==> src/rtl/mem_copy_dma.sv <==
// Single-port memory copy engine (optional constant fill when DMA_FILL_EN is defined).
// Latency: 2 cycles/word copy (1 cycle/word fill) plus one FINISH cycle; done pulses in FINISH.
// Backpressure: none; start is ignored while busy, abort drops back to IDLE without done.
module mem_copy_dma #(
    parameter int DATA_W = 16,
    parameter int ADDR_W = 16
) (
    input  logic              clock,
    input  logic              reset_n,
    input  logic              start,
    input  logic [ADDR_W-1:0] src_addr,
    input  logic [ADDR_W-1:0] dst_addr,
    input  logic [ADDR_W-1:0] length,
    input  logic              abort,
`ifdef DMA_FILL_EN
    input  logic              fill_mode,
    input  logic [DATA_W-1:0] fill_value,
`endif
    output logic              busy,
    output logic              done,
    output logic [ADDR_W-1:0] mem_address,
    output logic [DATA_W-1:0] mem_write_data,
    output logic              mem_write_enable,
    input  logic [DATA_W-1:0] mem_read_data
);

    typedef enum logic [1:0] {S_IDLE, S_READ, S_WRITE, S_FINISH} state_t;

    state_t            state, state_nxt;
    logic [ADDR_W-1:0] src_q, dst_q, rem_q, hold_addr_q;
    logic [DATA_W-1:0] data_q;

`ifdef DMA_FILL_EN
    logic fill_q;
    logic fill_start;
    assign fill_start = fill_mode;
`else
    logic fill_q;
    logic fill_start;
    assign fill_q     = 1'b0;
    assign fill_start = 1'b0;
`endif

    always_ff @(posedge clock or negedge reset_n) begin
        if (!reset_n) state <= S_IDLE;
        else          state <= state_nxt;
    end

    always_comb begin
        state_nxt = state;
        case (state)
            S_IDLE: begin
                if (start) begin
                    if (length == '0)   state_nxt = S_FINISH;
                    else if (fill_start) state_nxt = S_WRITE;
                    else                 state_nxt = S_READ;
                end
            end
            S_READ:   state_nxt = abort ? S_IDLE : S_WRITE;
            S_WRITE: begin
                if (abort)                       state_nxt = S_IDLE;
                else if (rem_q == ADDR_W'(1))    state_nxt = S_FINISH;
                else if (fill_q)                 state_nxt = S_WRITE;
                else                             state_nxt = S_READ;
            end
            S_FINISH: state_nxt = S_IDLE;
            default:  state_nxt = S_IDLE;
        endcase
    end

    // hold_addr_q remembers the last driven address so the bus is stable while idle.
    always_ff @(posedge clock or negedge reset_n) begin
        if (!reset_n) begin
            src_q       <= '0;
            dst_q       <= '0;
            rem_q       <= '0;
            data_q      <= '0;
            hold_addr_q <= '0;
`ifdef DMA_FILL_EN
            fill_q      <= 1'b0;
`endif
        end else begin
            case (state)
                S_IDLE: begin
                    if (start) begin
                        src_q <= src_addr;
                        dst_q <= dst_addr;
                        rem_q <= length;
`ifdef DMA_FILL_EN
                        fill_q <= fill_mode;
                        if (fill_mode) data_q <= fill_value;
`endif
                    end
                end
                S_READ: begin
                    data_q      <= mem_read_data;
                    hold_addr_q <= src_q;
                end
                S_WRITE: begin
                    src_q       <= src_q + ADDR_W'(1);
                    dst_q       <= dst_q + ADDR_W'(1);
                    rem_q       <= rem_q - ADDR_W'(1);
                    hold_addr_q <= dst_q;
                end
                default: ;
            endcase
        end
    end

    always_comb begin
        busy             = (state != S_IDLE);
        done             = (state == S_FINISH);
        mem_write_enable = (state == S_WRITE);
        mem_write_data   = data_q;
        case (state)
            S_READ:  mem_address = src_q;
            S_WRITE: mem_address = dst_q;
            default: mem_address = hold_addr_q;
        endcase
    end

endmodule

==> config.mk <==
export PLATFORM = sky130hd
export DESIGN_NAME = mem_copy_dma
export DESIGN_NICKNAME = d
export VERILOG_FILES = /design/src/rtl/mem_copy_dma.sv
export SDC_FILE = /design/constraint.sdc
export NUM_CORES = 1
export LEC_CHECK = 0
export BUFFER_PORTS_ARGS = -buffer_cell sky130_fd_sc_hd__buf_2
export CORE_MARGIN = 1
export CORE_UTILIZATION = 55
export DETAILED_ROUTE_END_ITERATION = 10
export PLACE_DENSITY = 0.86
export SYNTH_ARGS = -nofsm -noshare
export SYNTH_HDL_FRONTEND = slang
export SYNTH_SLANG_ARGS = --single-unit
==> constraint.sdc <==
create_clock -name clock -period 2.85 [get_ports clock]
set_input_delay 0.855 -clock clock [delete_from_list [all_inputs] [get_ports clock]]
set_output_delay 0.855 -clock clock [all_outputs]
set_load 0.1 [all_outputs]
After elaboration in Yosys (flattened, before gate mapping). Cells that the tools add are included.

Register bits: 82. Bits of input ports: 68. Word-level logic and storage cells: 32.

Add/sub/neg operators: 3. Equal/unequal tests: 5. Muxes and demuxes: 13. Reductions and logical operators: 5.

Operators with widths (number): 16-bit one-hot mux with 2 select lines (4); 16-bit two-way mux (3); 16-bit by 1-bit adder with 16-bit output, second input constant (2); 16-bit by 1-bit equality test with 1-bit output, second input constant (1); 16-bit zero test (1); 16-bit by 1-bit subtractor with 16-bit output, second input constant (1); 2-bit two-way mux (5); 2-bit one-hot mux with 4 select lines (1); 2-bit equality test, second input constant (2); 2-bit nonzero test (2); 2-bit by 1-bit equality test with 1-bit output, second input constant (1); 2-bit zero test (1); 2-bit inequality test, second input constant (1); 2-bit AND reduction (1).

Logic depth before layout (Yosys ltp).
Depth after elaboration: 4. Gate-level depth with buffers: 8.

Worst setup path before layout. OpenSTA, ideal clock, no wires.

Kind: register to output. Start point: reg state[0]. End point: out mem_address[0]. Arrival time: 3.803 ns. Required time: 1.995 ns. Slack: -1.808 ns. Cell stages (with the launch flop): 7. Path buffers: 2. Cells stage by stage: dfrtp_1 > inv_1 > ha_1 > buf_2 > buf_1 > nand2_1 > a31oi_1.

Longest elaborated chain between the ends: 2. Elaborated cells between the ends (all ways): 3. Those cells by class: eq/ne (2); mux (1).

RTL lines: from (decl) (line 29) `state_t state, state_nxt;`; from (signal assigned) (line 46) `else state <= state_nxt;`; 2-bit equality test; via mem_write_enable (line 23) `output logic mem_write_enable,`; 16-bit one-hot mux with 2 select lines; to (decl) (line 21) `output logic [ADDR_W-1:0] mem_address,`.

The timed path passes the listed nets, and every way through them passes these cells.

Worst setup path in the final report.
Start point: reg state[1]. End point: out mem_address[10].

Longest elaborated chain between the ends: 2. Elaborated cells between the ends (all ways): 3. Those cells by class: eq/ne (2); mux (1).

RTL lines: 2-bit equality test or 2-bit by 1-bit equality test with 1-bit output (tied branches) (line 115) `case (state)`; 16-bit one-hot mux with 2 select lines *.

Every way passes the cells marked *; elsewhere a longest branch is shown, timed or not.

==> results.json <==
{
  "ys_seq_elements": 82,
  "final_cells": 689,
  "dp_cells": 666,
  "r2r_setup_slack_ns": 0.43,
  "final_common_cell": "buf_2",
  "timing.critical_path.slowest_stage_cell": "dfrtp_1",
  "clock.fmax_mhz": 364.6,
  "numCtsBuffers": 9,
  "outcome": "complete, no violations",
  "crit_type": "flop to primary output",
  "setup_viol": 0,
  "timing.hold.ws_ns": 0.5140,
  "grt_usage_pct": 31.05,
  "r2r_cells": 9,
  "synthCells": 488,
  "grt_pass1_vias": 4307,
  "holdPathEnd": "mem_write_data[2]",
  "hp-start": "mem_write_data[2]",
  "syn-num-nets": 564,
  "cpMostUsedCell": "buf_12",
  "wl_per_cell_um": 18.83,
  "grt.busiest_layer": "met2",
  "drive_gt1_share_pct": 30.32,
  "dieArea_um2": 8630,
  "h-tree-depth": 3,
  "synth_edf_count": 0,
  "drtIter0Drc": 680,
  "syn_to_final_growth_pct": 29.90,
  "core_um2": 7848,
  "grt_max_degree": 83,
  "cts.sinks": 82,
  "io_pins": 103,
  "critPathMaxFanout": 10,
  "overflow": 0,
  "final_cell_mix": "84 x buf_2, 82 x dfrtp_1, 38 x nor2_1",
  "cts_buffer_depth": 2,
  "wl_mm": 12.97,
  "ys_warn_count": 0,
  "worst_pin_slew_ns": 1.044,
  "firstDrtPassIters": 5,
  "layout.nets": 658,
  "clk_pin_slew_ns": 0.08,
  "cp_cell_sequence": "buf_4, ha_4, buf_12, a22oi_1, a21oi_4, buf_12",
  "ant_nets": 0,
  "async_flop_share_pct": 100.0,
  "syn_area_per_cell_um2": 9.312,
  "routabilityCongestion": 0.8629,
  "critical_path_arrival_ns": 1.89,
  "dp_hpwl_mm": 8.504,
  "port_buffers": 102,
  "r2r_start": "state[0]",
  "clock_skew_ns": 0.005552,
  "cts_tree": "built",
  "num_vias": 4514,
  "synth_cell_types": 47,
  "rsz0062_at_grt": "false",
  "num_antenna_cells": 0,
  "antenna_found_initial": 1,
  "worst_setup_path_start_kind": "flop",
  "met1_usage_pct": 41.81,
  "max-slew-margin-rel_pct": 30.41,
  "start_util_pct": 57.91,
  "hold_viol": 0,
  "synth_flop_cell": "dfrtp_1",
  "drc": 0,
  "grt_first_pass_wirelength_mm": 21.08,
  "finalCritPeriodShare_pct": 96.24,
  "drv_slew": 0,
  "die_h_um": 92.90,
  "worstPathRequired_ns": 2.00,
  "dieWidth_um": 92.90,
  "end_kind": "primary output",
  "grt_util_met3_pct": 5.090,
  "cts_hold_buf": 0,
  "fin_crit_ns": 2.743,
  "max_cap_viol_count": 0,
  "max_stage_delay_ns": 0.39,
  "yosysSeqAreaShare_pct": 45.15,
  "routed_via_density": 6.552,
  "worstHoldPathType": "flop to flop",
  "synth_area_um2": 4544,
  "rr_endpoint": "rem_q[10]",
  "fin_setup_tns_ns": 0,
  "met2_usage_pct": 48.53,
  "num_rows": 32,
  "min_path_cells": 1,
  "root_buffer": "clkbuf_8",
  "clock_latency_ns": 0.36
}
## flip-flops by register name, summed over array words and instances (netlist names)
signal          count
hold_addr_q        16
src_q              16
dst_q              16
mem_write_data     16
rem_q              16
state               2
## cell usage after synthesis (11+ instances only)
cell      count  area [um2]
a21oi_1      40       200.2
a22oi_1      16       120.1
buf_2        11       55.05
clkbuf_1     21       78.83
dfrtp_1      82        2052
inv_1        13       48.80
mux2_2       17       191.4
mux2i_1      15       150.1
nand2_1      23       86.33
nand3_1      23       115.1
nand4_1      14       87.58
nor2_1       38       142.6
nor3_1       15       75.07
o21ai_0      23       115.1
o22ai_1      37       231.5
## critical path: cells and delay by family, from the launching register on
family                   cells  cell delay, ns
flip-flops                   1            0.39
buffers and inverters        3            0.48
AO/OA/AOI/OAI                2            0.45
adder cells (fa/ha/maj)      1            0.19
## metrics by stage
step / setup slack [ns] / cell area [um2] / util, %
6_report: 0.1073 / 5903 / 75.22
5_1_grt: 0.03217 / 5903 / 75.22
4_1_cts: 0.03475 / 5854 / 74.60
3_5_place_dp: 0.1615 / 5573 / 71.01
3_3_place_gp: 0.2392 / 5573 / 71.01
2_1_floorplan: 0.005477 / 4772 / -
## final cells by class
type                            instances  area [um2]
Clock buffer                           12       145.1
Clock inverter                          4       75.07
Fill cell                             548        1944
Inverter                               13       48.80
Multi-Input combinational cell        358        2506
Sequential cell                        82        2052
Tap cell                              102       127.6
Timing Repair Buffer                  118       948.4
## how the worst max path moves through the flow
stage / depth (start not counted) / end / startpoint / slack, ns
after floorplan: 7 / mem_address[1] / state[0] / 0.005
after CTS: 6 / mem_address[1] / state[0] / 0.03
after detailed placement: 8 / rem_q[10] / state[0] / 0.16
final: 6 / mem_address[10] / state[1] / 0.11
after global routing: 5 / mem_address[11] / state[0] / 0.03
after global placement: 8 / rem_q[10] / state[0] / 0.24
## what timing repair did
item / CTS / global route
buffers inserted: 3 / 3
resized for setup: 2 / 1
cloned: 1 / 0
setup endpoints to repair: 17 / 15
pin swaps: 0 / 1
## logic make-up after synthesis
family	after synthesis	synth area share (%)
AND/OR/NAND/NOR	178	22.14
AO/OA/AOI/OAI	140	18.70
flip-flops	82	45.15
buffers and inverters	48	4.295
multiplexers	32	7.516
adder cells (fa/ha/maj)	8	2.203
## layer usage
metal | vias up | routed length (um)
met5 | - | 11
met4 | 2 | 495
met3 | 52 | 1163
met2 | 300 | 6144
met1 | 2123 | 5159
li1 | 2037 | -
Power is left out: the tool's default activity adds up to more than one toggle a clock period on the data nets, which glitch-free logic cannot reach.
